`config.mk`:
```
export PLATFORM = sky130hd
export DESIGN_NAME = eleven_bit_down_timer
export DESIGN_NICKNAME = d
export VERILOG_FILES = /design/src/rtl/eleven_bit_down_timer_pkg.sv /design/src/rtl/eleven_bit_down_timer_timer_prescaler.sv /design/src/rtl/eleven_bit_down_timer.sv
export SDC_FILE = /design/constraint.sdc
export NUM_CORES = 1
export LEC_CHECK = 0
export ABC_AREA = 1
export CORE_MARGIN = 2
export CORE_UTILIZATION = 52
export DETAILED_ROUTE_END_ITERATION = 10
export GPL_ROUTABILITY_DRIVEN = 1
export PLACE_DENSITY = 0.78
export RECOVER_POWER = 100
export SLEW_MARGIN = 20
export SYNTH_ARGS = -nofsm -noshare
export SYNTH_HDL_FRONTEND = slang
export SYNTH_HIERARCHICAL = 1
export SYNTH_SLANG_ARGS = --single-unit
```
`constraint.sdc`:
```
create_clock -name Clock -period 4 [get_ports Clock]
set_input_delay 0.8 -clock Clock [delete_from_list [all_inputs] [get_ports Clock]]
set_output_delay 0.8 -clock Clock [all_outputs]
set_load 0.005 [all_outputs]
```
`src/rtl/eleven_bit_down_timer_pkg.sv`:
```
// Shared types and constants for the eleven_bit_down_timer and its prescaler.
package eleven_bit_down_timer_pkg;

  typedef enum logic [1:0] {
    IDLE    = 2'd0,
    RUN     = 2'd1,
    EXPIRED = 2'd2
  } state_t;

  localparam int DEFAULT_WIDTH = 11;
  localparam int PRESCALE_W    = 16;

endpackage

```
`src/rtl/eleven_bit_down_timer_timer_prescaler.sv`:
```
// Enable-qualified modulo-PRESCALE counter with synchronous clear.
// Emits a single-cycle tick on the last enabled cycle of each period.
module timer_prescaler
  import eleven_bit_down_timer_pkg::*;
#(
  parameter int PRESCALE = 1
) (
  input  logic clock,
  input  logic reset,
  input  logic clear,
  input  logic enable,
  output logic tick
);

  localparam logic [PRESCALE_W-1:0] LAST = PRESCALE_W'(PRESCALE - 1);

  logic [PRESCALE_W-1:0] cnt;

  assign tick = enable && (cnt == LAST);

  // NOTE: non-blocking assignments so every flop samples pre-edge values.
  always_ff @(posedge clock) begin
    if (reset || clear) begin
      cnt <= '0;
    end else if (enable) begin
      cnt <= tick ? '0 : cnt + PRESCALE_W'(1);
    end
  end

endmodule

```
`src/rtl/eleven_bit_down_timer.sv`:
```
// Loadable countdown timer with prescaler, pause, abort and restart.
// Optional auto-reload on terminal count: define DOWN_TIMER_AUTORELOAD_EN.
module eleven_bit_down_timer
  import eleven_bit_down_timer_pkg::*;
#(
  parameter int WIDTH    = DEFAULT_WIDTH,
  parameter int PRESCALE = 1
) (
  input  logic             Clock,
  input  logic             Reset,
  input  logic             Load,
  input  logic [WIDTH-1:0] LoadValue,
  input  logic             Enable,
  input  logic             Abort,
  output logic [WIDTH-1:0] Count,
  output logic             Busy,
  output logic             Done,
  output logic             Expired
);

  state_t state;
  logic   tick;
  logic   run_en;
  logic   presc_clear;

`ifdef DOWN_TIMER_AUTORELOAD_EN
  logic [WIDTH-1:0] reload;
`endif

  assign run_en      = (state == RUN) && Enable;
  assign presc_clear = Load || Abort;

  timer_prescaler #(
    .PRESCALE (PRESCALE)
  ) u_prescaler (
    .clock  (Clock),
    .reset  (Reset),
    .clear  (presc_clear),
    .enable (run_en),
    .tick   (tick)
  );

  always_ff @(posedge Clock) begin
    if (Reset) begin
      state   <= IDLE;
      Count   <= '0;
      Busy    <= 1'b0;
      Done    <= 1'b0;
      Expired <= 1'b0;
`ifdef DOWN_TIMER_AUTORELOAD_EN
      reload  <= '0;
`endif
    end else begin
      Done <= 1'b0;
      if (Abort) begin
        state   <= IDLE;
        Count   <= '0;
        Busy    <= 1'b0;
        Expired <= 1'b0;
      end else if (Load) begin
        // A tick coinciding with Load is dropped: the new value wins.
        if (LoadValue != '0) begin
          state   <= RUN;
          Count   <= LoadValue;
          Busy    <= 1'b1;
          Expired <= 1'b0;
`ifdef DOWN_TIMER_AUTORELOAD_EN
          reload  <= LoadValue;
`endif
        end else begin
          state   <= EXPIRED;
          Count   <= '0;
          Done    <= 1'b1;
          Busy    <= 1'b0;
          Expired <= 1'b1;
        end
      end else if ((state == RUN) && tick) begin
        if (Count > WIDTH'(1)) begin
          Count <= Count - WIDTH'(1);
        end else begin
`ifdef DOWN_TIMER_AUTORELOAD_EN
          Count <= reload;
          Done  <= 1'b1;
`else
          state   <= EXPIRED;
          Count   <= '0;
          Done    <= 1'b1;
          Busy    <= 1'b0;
          Expired <= 1'b1;
`endif
        end
      end
    end
  end

endmodule

```
## Word level (Yosys, flattened, before mapping)

Index checks and enable logic that the tools add are counted.

- Register bits: 32
- Input port bits: 16
- Output and inout bits: 14
- Logic and storage cells: 41

- Add/subtract/negate cells: 2
- Order comparisons: 1
- Equal/unequal tests: 2
- Mux-type cells: 20
- Reduce and logical (&&, ||, !) cells: 10

Operator list:

| operator | count |
|---|---|
| $mux W11 | 4 |
| $add A16 B1 Y16 const B | 1 |
| $logic_not A16 Y1 | 1 |
| $mux W16 | 1 |
| $gt A11 B1 Y1 const B | 1 |
| $mux W1 | 11 |
| $reduce_bool A11 Y1 | 1 |
| $sub A11 B1 Y11 const B | 1 |
| $mux W2 | 4 |
| $logic_and A1 B1 Y1 | 3 |
| $eq A2 B1 Y1 const B | 1 |
| $logic_or A1 B1 Y1 | 2 |
| $ne A2 B2 Y1 const B | 1 |
| $reduce_and A2 Y1 | 1 |
| $reduce_bool A2 Y1 | 1 |
| $reduce_or A2 Y1 | 1 |

## Depth between registers and ports, before layout

- Word-level depth: 6
- Depth in mapped cells: 16
- Gate-level depth less buffers: 16

## Cells and area by module

The synthesis kept the hierarchy.

Modules (own cells, without submodules):

| module | times used | cells an instance | area an instance (um^2) | sequential area each (um^2) |
|---|---|---|---|---|
| eleven_bit_down_timer | 1 | 141 | 940.9 | 280.3 |
| timer_prescaler | 1 | 129 | 860.8 | 320.3 |

## Worst setup path after synthesis

No wires, ideal clock.

- Path kind: input -> register
- From: input Enable
- To: register Count[9]
- Setup time: 0.114 ns
- Data arrival time: 2.101 ns
- Data required time: 3.886 ns
- Path slack: 1.785 ns
- Stages: 13
- Path buffers: 1
- Path through: and3_1 -> inv_1 -> nor2_1 -> nand2_1 -> nor2_1 -> nand2_2 -> inv_1 -> nand3_1 -> nand2_2 -> buf_2 -> o21ai_0 -> a21oi_1 -> nor2_1

- Longest elaborated chain between the ends: 4

RTL lines:

| element | line | RTL |
|---|---|---|
| start, declared | eleven_bit_down_timer.sv:13 | `input logic Enable,` |
| $logic_and A1 B1 Y1 | eleven_bit_down_timer.sv:30 | `assign run_en = (state == RUN) && Enable;` |
| $logic_and A1 B1 Y1 | eleven_bit_down_timer_timer_prescaler.sv:19 | `assign tick = enable && (cnt == LAST);` |
| named net tick | eleven_bit_down_timer.sv:22 | `logic tick;` |
| $logic_and A1 B1 Y1 | eleven_bit_down_timer.sv:77 | `end else if ((state == RUN) && tick) begin` |
| $reduce_bool A2 Y1 (no line) | -- |  |
| end signal, assigned | eleven_bit_down_timer.sv:64 | `Count <= LoadValue;` |
| end signal, assigned | eleven_bit_down_timer.sv:79 | `Count <= Count - WIDTH'(1);` |
| end, declared | eleven_bit_down_timer.sv:15 | `output logic [WIDTH-1:0] Count,` |

The timed path passes the listed nets, and every way through them passes these cells.
A chain may end at the register's enable or synchronous reset.

## Worst setup path after layout

- From: input Enable
- To: register Count[9]

- Longest elaborated chain between the ends: 4

RTL lines:

| element | line | RTL |
|---|---|---|
| $logic_and A1 B1 Y1 | eleven_bit_down_timer.sv:30 |  |
| named net run_en | eleven_bit_down_timer.sv:23 | `logic run_en;` |
| $logic_and A1 B1 Y1 | eleven_bit_down_timer_timer_prescaler.sv:19 |  |
| named net tick | eleven_bit_down_timer.sv:22 |  |
| $logic_and A1 B1 Y1 | eleven_bit_down_timer.sv:77 |  |
| $reduce_bool A2 Y1 (no line) | -- |  |

The timed path passes the listed nets, and every way through them passes these cells.

==> impl_metrics.tcl <==
set metrics [dict create \
    status "finished clean" \
    layout.nets 324 \
    grt_util_all_layers 0.234 \
    cts_inserted_buffers 5 \
    async_reset_ff_frac 0 \
    clk_latency_ps 330 \
    clkTransAtPathRegs_ps 90 \
    synth_area_leaders "dfxtp_1 (33%), nand2_1 (9.4%), nor2_1 (8.5%), inv_1 (7.1%), nand3_1 (6.1%)" \
    endpoint_kind "flop" \
    ys_seq_area_frac 0.333 \
    synthesis.nets 290 \
    grt_pass1_wl_um 7310 \
    via_per_inst 5.07 \
    irDropWorstVdd_mv 0.311 \
    die_area_mm2 0.00395 \
    synth_warnings 6 \
    drt_iter0_drc 87 \
    row_count 21 \
    timing.slew.headroom 0.500 \
    cts_buffer_depth 2 \
    ant_nets 0 \
    core_area_mm2 0.00334 \
    finalCritPeriodShare 0.732 \
    maxCapViolations 0 \
    synth.most_common_cell "nand2_1" \
    wirelength_um 4150 \
    fp.dieH_um 62.9 \
    fillers 334 \
    post_synth.cell_area_avg_um2 6.67 \
    wl_per_cell_um 11.9 \
    hold_class "reg2reg" \
    powerDensity_mw_per_mm2 309 \
    hold_buffers 0 \
    cts_tree "built" \
    hold_ws_ps 498 \
    initial_core_util 0.540 \
    gr-total-overflow 0 \
    synthTopCellsByCount "nand2_1 (45), nor2_1 (41), inv_1 (34), dfxtp_1 (30), nand3_1 (22)" \
    fin_worst_skew_ps 8.06 \
    crit_fanout 13 \
    cts.sinks 30 \
    drcViolationCount 0 \
    grt_start_max_net_pins 16 \
    slew_violations 0 \
    post_cts_buffers 0 \
    drive_gt1_frac 0.0987 \
    finalSetupTns_ps 0 \
    hold_viol 0 \
    synth_edf_count 0 \
    netlist.area_leader.share 0.333 \
    cp-start-kind "input port" \
    via_count 1775 \
    max_freq_ghz 0.341 \
    num_antenna_cells 0 \
    cts_resized 0 \
    antenna_found_initial 0 \
    cts-htree-levels 2 \
    period_minus_slack_ps 2930 \
    worstMarginPinSlew_ps 750 \
    ys_types 25 \
    syn_inst 270 \
    area_growth_pct 21.9 \
    cp.arrival_ps 3200 \
    total_leakage_power_nw 0.936 \
    worst-endpoint-required_ps 4270 \
    clockRootBuffer "clkbuf_4" \
    port_buffers 29 \
    drtPass1Iterations 4 \
    die_w_um 62.9 \
    pin_count 30 \
    routabilityCongestion 0.894 \
    yosys.area.top_type "dfxtp_1" \
    grt_pass1_vias 1697 \
    synth_area_mm2 0.00180 \
    setup_viol 0 \
    synthFlopType "dfxtp_1" \
    ys_ff_latch 30 \
    rsz0062_at_grt "no" \
    post-dp-hpwl_um 3220 \
    worstSetupPathType "in2reg" \
]
[layout by cell type, fill, tap and decap left out, drive strengths merged]
| cell type | count |
|---|---|
| dfxtp | 30 |
| nor4 | 2 |
| clkbuf | 7 |
| nor3 | 5 |
| dlygate4sd3 | 16 |
| o21ai | 18 |
| xor2 | 8 |
| nor2 | 49 |
| a31oi | 2 |
| a21oi | 23 |
| xnor2 | 2 |
| and3 | 1 |
| clkdlybuf4s50 | 13 |
| or2 | 2 |
| bufinv | 1 |
| inv | 37 |
| nand2 | 56 |
| ha | 4 |
| nand3 | 25 |
| o21a | 1 |
| nand4 | 2 |
[report_power, final]
part	switching [mW]	total [mW]	internal, mW	leakage [nW]
registers	0.00711	0.312	0.305	0.243
logic	0.0668	0.119	0.0520	0.648
clock network	0.104	0.249	0.145	0.0443
total	0.178	0.680	0.502	0.936
[final timing paths]
check        endpoint  depth (start not counted)  slack [ps]    start
max          Count[9]                         16        1070   Enable
min              Busy                          2         500     Busy
max reg2reg  Count[9]                         16        1660  Expired
min reg2reg      Busy                          2         500     Busy
[logic make-up after synthesis]
logic type                 after synthesis  share of synthesized area
AOI/OAI and AO/OA                       44                      0.135
and+or+nand+nor                        142                      0.369
adders and majority gates                4                     0.0278
DFF                                     30                      0.333
buffers and inverters                   40                     0.0854
xor gates and xnor gates                10                     0.0486
[final cells by class]
class                   instances  area (µm²)  area share
clock buffers                   6        51.3      0.0233
flip-flops and latches         30         601       0.273
repair buffers                 30         294       0.134
clock inverters                 1        30.0      0.0137
well taps                      46        57.6      0.0262
inverters                      37         139      0.0632
multi-input cells             200        1020       0.466
[metal layers]
layer,vias up,track usage,share of wire
met5,-,0,0
met4,0,0.0917,0.013
met3,7,0.0595,0.040
met2,36,0.406,0.50
met1,804,0.274,0.45
li1,928,-,-
[flip-flops by register name, summed over array words and instances, names as in the netlist]
| name | count |
|---|---|
| Busy | 1 |
| Count | 11 |
| Done | 1 |
| Expired | 1 |
| u_prescaler/cnt | 16 |
[stage by stage]
stage | std cells | area [µm²] | util | setup WS (ps) | power, mW
after floorplan | 270 | 1800 | - | 1790 | 0.396
after global placement | 343 | 2140 | 0.642 | 1140 | 0.440
after detailed placement | 343 | 2140 | 0.642 | 1040 | 0.442
after CTS | 350 | 2220 | 0.666 | 1380 | 0.693
after global routing | 350 | 2200 | 0.658 | 768 | 0.717
final | 350 | 2200 | 0.658 | 1070 | 0.680
[critical path, stage by stage]
cell and delay, ps:
dlygate4sd3_1 520, and3_1 270, inv_1 100, nor2_1 100, nand2_1 60, nor2_1 90
nand2_1 140, inv_1 90, nand3_1 100, nand2_1 300, inv_1 230, nor2_1 120
nand2_1 50, nand2_1 60, a21oi_1 50, nor2_1 90
No activity file was read; power rests on OpenSTA's default activity.
==> RTL edit 1: new RTL, same flow settings <==
The 3 states of `state_t` get a one-hot encoding in 3 bits.
--- a/src/rtl/eleven_bit_down_timer_pkg.sv
+++ b/src/rtl/eleven_bit_down_timer_pkg.sv
@@ -1,10 +1,10 @@
 // Shared types and constants for the eleven_bit_down_timer and its prescaler.
 package eleven_bit_down_timer_pkg;
 
-  typedef enum logic [1:0] {
-    IDLE    = 2'd0,
-    RUN     = 2'd1,
-    EXPIRED = 2'd2
+  typedef enum logic [2:0] {
+    IDLE    = 3'b001,
+    RUN     = 3'b010,
+    EXPIRED = 3'b100
   } state_t;
 
   localparam int DEFAULT_WIDTH = 11;
Function: no difference found for any inputs over 10 cycles, from zero or initial values; not proved beyond that.
==> RTL edit 1 against the unedited design <==
Total power is 1.8% higher. First-iteration DRC count up 8.0%. Worst hold slack worse by 0.044 ns. Area after synthesis grew 5.9%. Sequential cell count up 1. Global-route usage fell by 1.1 points. Routed wire length grew 0.58%. Sequential power rose by 4%. Worst setup slack got worse by 0.20 ns. Design area grew 5.0%. Critical endpoint is now Count[6].
==> RTL edit 1: results <==
export IMPL_ys_top_cells_by_count="nand2_1, nor2_1, inv_1, dfxtp_1, nand3_1"
export IMPL_root_buffer="clkbuf_8"
export IMPL_grt_pass1_wl_mm=7.424
export IMPL_clkTransAtPathRegs_ns=0.06
export IMPL_dr_wl_met2_mm=2.161
export IMPL_syn_nets=308
export IMPL_synthDistinctLibCells=27
export IMPL_grt_use_met3_pct=4.688
export IMPL_maxSlewHeadroom_pct=46.97
export IMPL_reg2reg_depth=13
export IMPL_grt_max_degree=19
export IMPL_cts_resized=0
export IMPL_worstSkewPairLatency_ns=0.28
export IMPL_drtIter0Drc=94
export IMPL_ys_async_sr_fraction_pct=0
export IMPL_finalClockSkew_ns=0.008925
export IMPL_fmax_ghz=0.3193
export IMPL_crit_path_end="Count[6]"
export IMPL_met1_length_mm=1.802
export IMPL_synth_area_top_cells="dfxtp_1, nand2_1, nor2_1"
export IMPL_r2r_start="state[0]"
export IMPL_worst_path_dominant_cell_family="simple AND/OR/NAND/NOR gates"
export IMPL_p_leak_uw=0.0009693
export IMPL_track_usage_pct=22.27
export IMPL_cp_max_fo=18
export IMPL_dr_wl_met3_um=171
export IMPL_finalHoldViolations=0
export IMPL_met1_usage_pct=24.65
export IMPL_p_int_uw=495.1
export IMPL_status="finished, final reports clean"
export IMPL_placed_cell_area_mm2=0.002232
export IMPL_viasPerCell=5.089
export IMPL_fin_nets=340
export IMPL_rrSetupSlack_ns=1.42
export IMPL_met2_usage_pct=43.23
export IMPL_post_cts_buffers=0
export IMPL_dr_max_layer_used="met4"
export IMPL_n_fill_cell=338
export IMPL_drt_pass1_iter_count=4
export IMPL_grt_pass1_vias=1793
export IMPL_cts_buffers=5
export IMPL_htreeDepth=2
export IMPL_antenna_found_initial=0
export IMPL_drt_total_wl_mm=4.175
export IMPL_diodes=0
export IMPL_place_gp_congestion=0.8367
export IMPL_ir_drop_mv=0.1973
export IMPL_hpwlAfterDp_mm=3.227
export IMPL_drive_gt1_share_pct=11.53
export IMPL_ys_seq_area_share_pct=32.52
-- RTL edit 1: worst reg2reg max path, cell delays in order (launching register included) --
cell	delay [ns]
dfxtp_1	0.31
nor2_1	0.16
and3_1	0.29
inv_1	0.10
nor2_1	0.10
nand2_1	0.06
nor2_1	0.10
nand2_1	0.15
inv_1	0.10
nand3_1	0.09
nand2_1	0.42
inv_1	0.28
a21oi_1	0.23
a21oi_2	0.07
-- RTL edit 1: cell families after synthesis --
group	synth area share, %
xor+xnor	3.672
simple gates	39.08
compound gates	13.64
fa+ha+maj	2.623
flops	32.52
buf+inv	8.459
-- RTL edit 1: final cells by class --
type	instances	share of cell area (%)
Inverter	36	5.860
Tap cell	48	2.604
Sequential cell	31	26.91
Multi-Input combinational cell	217	48.51
Clock buffer	7	3.310
Clock inverter	1	0.2170
Timing Repair Buffer	29	12.59
-- RTL edit 1: through the flow --
stage	hold WS, ns	instances	setup slack [ns]	util [%]	total power (µW)
after floorplan	0.4195	288	1.820	-	425.7
after global placement	0.4418	361	1.001	61.90	468.0
after detailed placement	0.4412	361	0.9215	61.90	468.9
after CTS	0.4526	369	1.186	64.16	701.9
after global routing	0.5048	369	0.5832	63.95	730.9
final	0.4541	369	0.8683	63.95	692.3
-- RTL edit 1: worst min path at each step --
stage              from        to  slack [ns]  cells past startpoint
4_1_cts        state[0]  state[0]        0.45                      2
3_3_place_gp   state[0]  state[0]        0.44                      2
6_report       state[0]  state[0]        0.45                      2
2_1_floorplan  state[0]  state[0]        0.42                      2
5_1_grt        state[0]  state[0]        0.50                      2
3_5_place_dp   state[0]  state[0]        0.44                      2
-- RTL edit 1: power by group through the flow --
stage	Clock (µW)	Combinational (µW)	Sequential, µW
floorplan	0	95.5	330
global placement	0	137	331
detailed placement	0	138	331
CTS	239	139	325
global route	254	151	325
finish	233	135	324
==> RTL edit 2: new RTL, same settings <==
Without the edit above. `PRESCALE_W`: 16 -> 32.
--- a/src/rtl/eleven_bit_down_timer_pkg.sv
+++ b/src/rtl/eleven_bit_down_timer_pkg.sv
@@ -8,7 +8,7 @@
   } state_t;
 
   localparam int DEFAULT_WIDTH = 11;
-  localparam int PRESCALE_W    = 16;
+  localparam int PRESCALE_W    = 32;
 
 endpackage
 
Function: no difference found for any inputs over 10 cycles, from zero or initial values; that may be too few to reach the edited logic, so the function may still have changed.
==> RTL edit 2 against the unedited design <==
Count of clock-buffer cells in the layout fell by 1. Area after synthesis grew 63%. Worst setup slack worse by 0.19 ns. Sequential power is 51% higher. Die area rose by 59%. Fmax fell by 6.2%. Design area is 56% higher. Sequential cell count increased by 16. Routed wire length increased by 63%. Total power rose by 49%. Combinational power increased by 4%. Critical path type unchanged. Largest cell class unchanged. Highest routed layer unchanged.
==> RTL edit 2: results <==
export IMPL_cpMaxStageDelayCell="dlygate4sd3_1"
export IMPL_track_usage_pct=23.20
export IMPL_synth_area_top_cells="dfxtp_1, nand2_1, nor2_1"
export IMPL_p_leak_uw=0.001529
export IMPL_place_ws_ns=1.051
export IMPL_drive_gt1_share_pct=9.651
export IMPL_grt_pass1_vias=2620
export IMPL_rrSetupSlack_ns=1.42
export IMPL_worst_path_dominant_cell_family="simple AND/OR/NAND/NOR gates"
export IMPL_synth_compound_area_share_pct=7.496
export IMPL_n_fill_cell=526
export IMPL_met2_usage_pct=39.15
export IMPL_root_buffer="clkbuf_8"
export IMPL_hpwlAfterDp_mm=5.192
export IMPL_cpPeakStageDelay_ns=0.54
export IMPL_vias=2891
export IMPL_clkTransAtPathRegs_ns=0.09
export IMPL_dr_wl_met3_um=360
export IMPL_top_regs="u_prescaler/cnt (32), Count (11)"
export IMPL_cp_arrival_ns=3.32
export IMPL_reg2reg_depth=14
export IMPL_hold_path_endpoint="Expired"
export IMPL_ys_seq_area_share_pct=31.35
export IMPL_ir_drop_mv=0.1747
export IMPL_syn_nets=474
export IMPL_rr_endpoint="Count[1]"
export IMPL_port_buffers=29
export IMPL_place_gp_congestion=0.8661
export IMPL_met1_usage_pct=29.76
export IMPL_drt_total_wl_mm=6.783
export IMPL_synthDistinctLibCells=32
export IMPL_worstSkewPairLatency_ns=0.31
export IMPL_drt_pass1_iter_count=5
export IMPL_hold_start="Expired"
export IMPL_diodes=0
export IMPL_finalClockSkew_ns=0.01329
export IMPL_pwr_share_comb_pct=12.2
export IMPL_grt_pass1_wl_mm=11.59
export IMPL_ys_async_sr_fraction_pct=0
export IMPL_post_cts_buffers=0
export IMPL_synthAdderAreaFrac_pct=1.704
export IMPL_grt_max_degree=18
export IMPL_grt_use_met3_pct=4.659
export IMPL_synth_xor_area_share_pct=5.664
export IMPL_drtIter0Drc=215
export IMPL_r2r_start="u_prescaler/cnt[0]"
export IMPL_cts_buffers=5
export IMPL_status="finished, final reports clean"
export IMPL_p_clk_uw=417
export IMPL_htreeDepth=2
export IMPL_dr_wl_met2_mm=3.221
export IMPL_fin_nets=506
export IMPL_netSwitchingPower_uw=244.7
export IMPL_worst_pin_slew_ns=0.7318
export IMPL_ys_top_cells_by_count="nand2_1, nor2_1, inv_1, dfxtp_1"
export IMPL_met1_length_mm=3.116
-- RTL edit 2: worst register-to-register path: cells and delay by family, from the launching register on --
family	cells	cell delay, ns
AO/OA/AOI/OAI	2	0.31
AND/OR/NAND/NOR	8	1.29
flip-flops	1	0.36
adder cells (fa/ha/maj)	1	0.15
buffers and inverters	3	0.39
-- RTL edit 2: kinds of logic after synthesis --
family	after synthesis
simple gates	284
buf+inv	60
flops	46
compound gates	41
xor+xnor	19
fa+ha+maj	4
-- RTL edit 2: metrics by stage --
stage	instance area [µm²]	util, %	instances	power (µW)	hold WS (ns)
2_1_floorplan	2938	-	454	563.4	0.4760
3_3_place_gp	3296	60.22	551	607.9	0.4934
3_5_place_dp	3296	60.22	551	609.2	0.4924
4_1_cts	3433	62.73	559	1027	0.5104
5_1_grt	3417	62.44	559	1057	0.5303
6_report	3417	62.44	559	1012	0.4990
-- RTL edit 2: how the worst max path moves through the flow --
| stage | startpoint | end | slack [ns] | depth (start not counted) |
|---|---|---|---|---|
| floorplan | Enable | Count[9] | 1.81 | 11 |
| global placement | Enable | Count[9] | 1.13 | 14 |
| detailed placement | Enable | Count[1] | 1.05 | 12 |
| CTS | Enable | Count[9] | 1.38 | 14 |
| global route | Enable | Count[9] | 0.62 | 14 |
| finish | Enable | Count[1] | 0.88 | 12 |
-- RTL edit 2: layout make-up --
| class | instances | area (µm²) | share of cell area [%] |
|---|---|---|---|
| clock buffer | 5 | 68.82 | 2.014 |
| clock inverter | 3 | 68.82 | 2.014 |
| inverter | 55 | 206.4 | 6.042 |
| multi-input combinational | 348 | 1768 | 51.74 |
| sequential | 46 | 920.9 | 26.95 |
| tap | 72 | 90.09 | 2.636 |
| timing repair buffer | 30 | 294.0 | 8.605 |
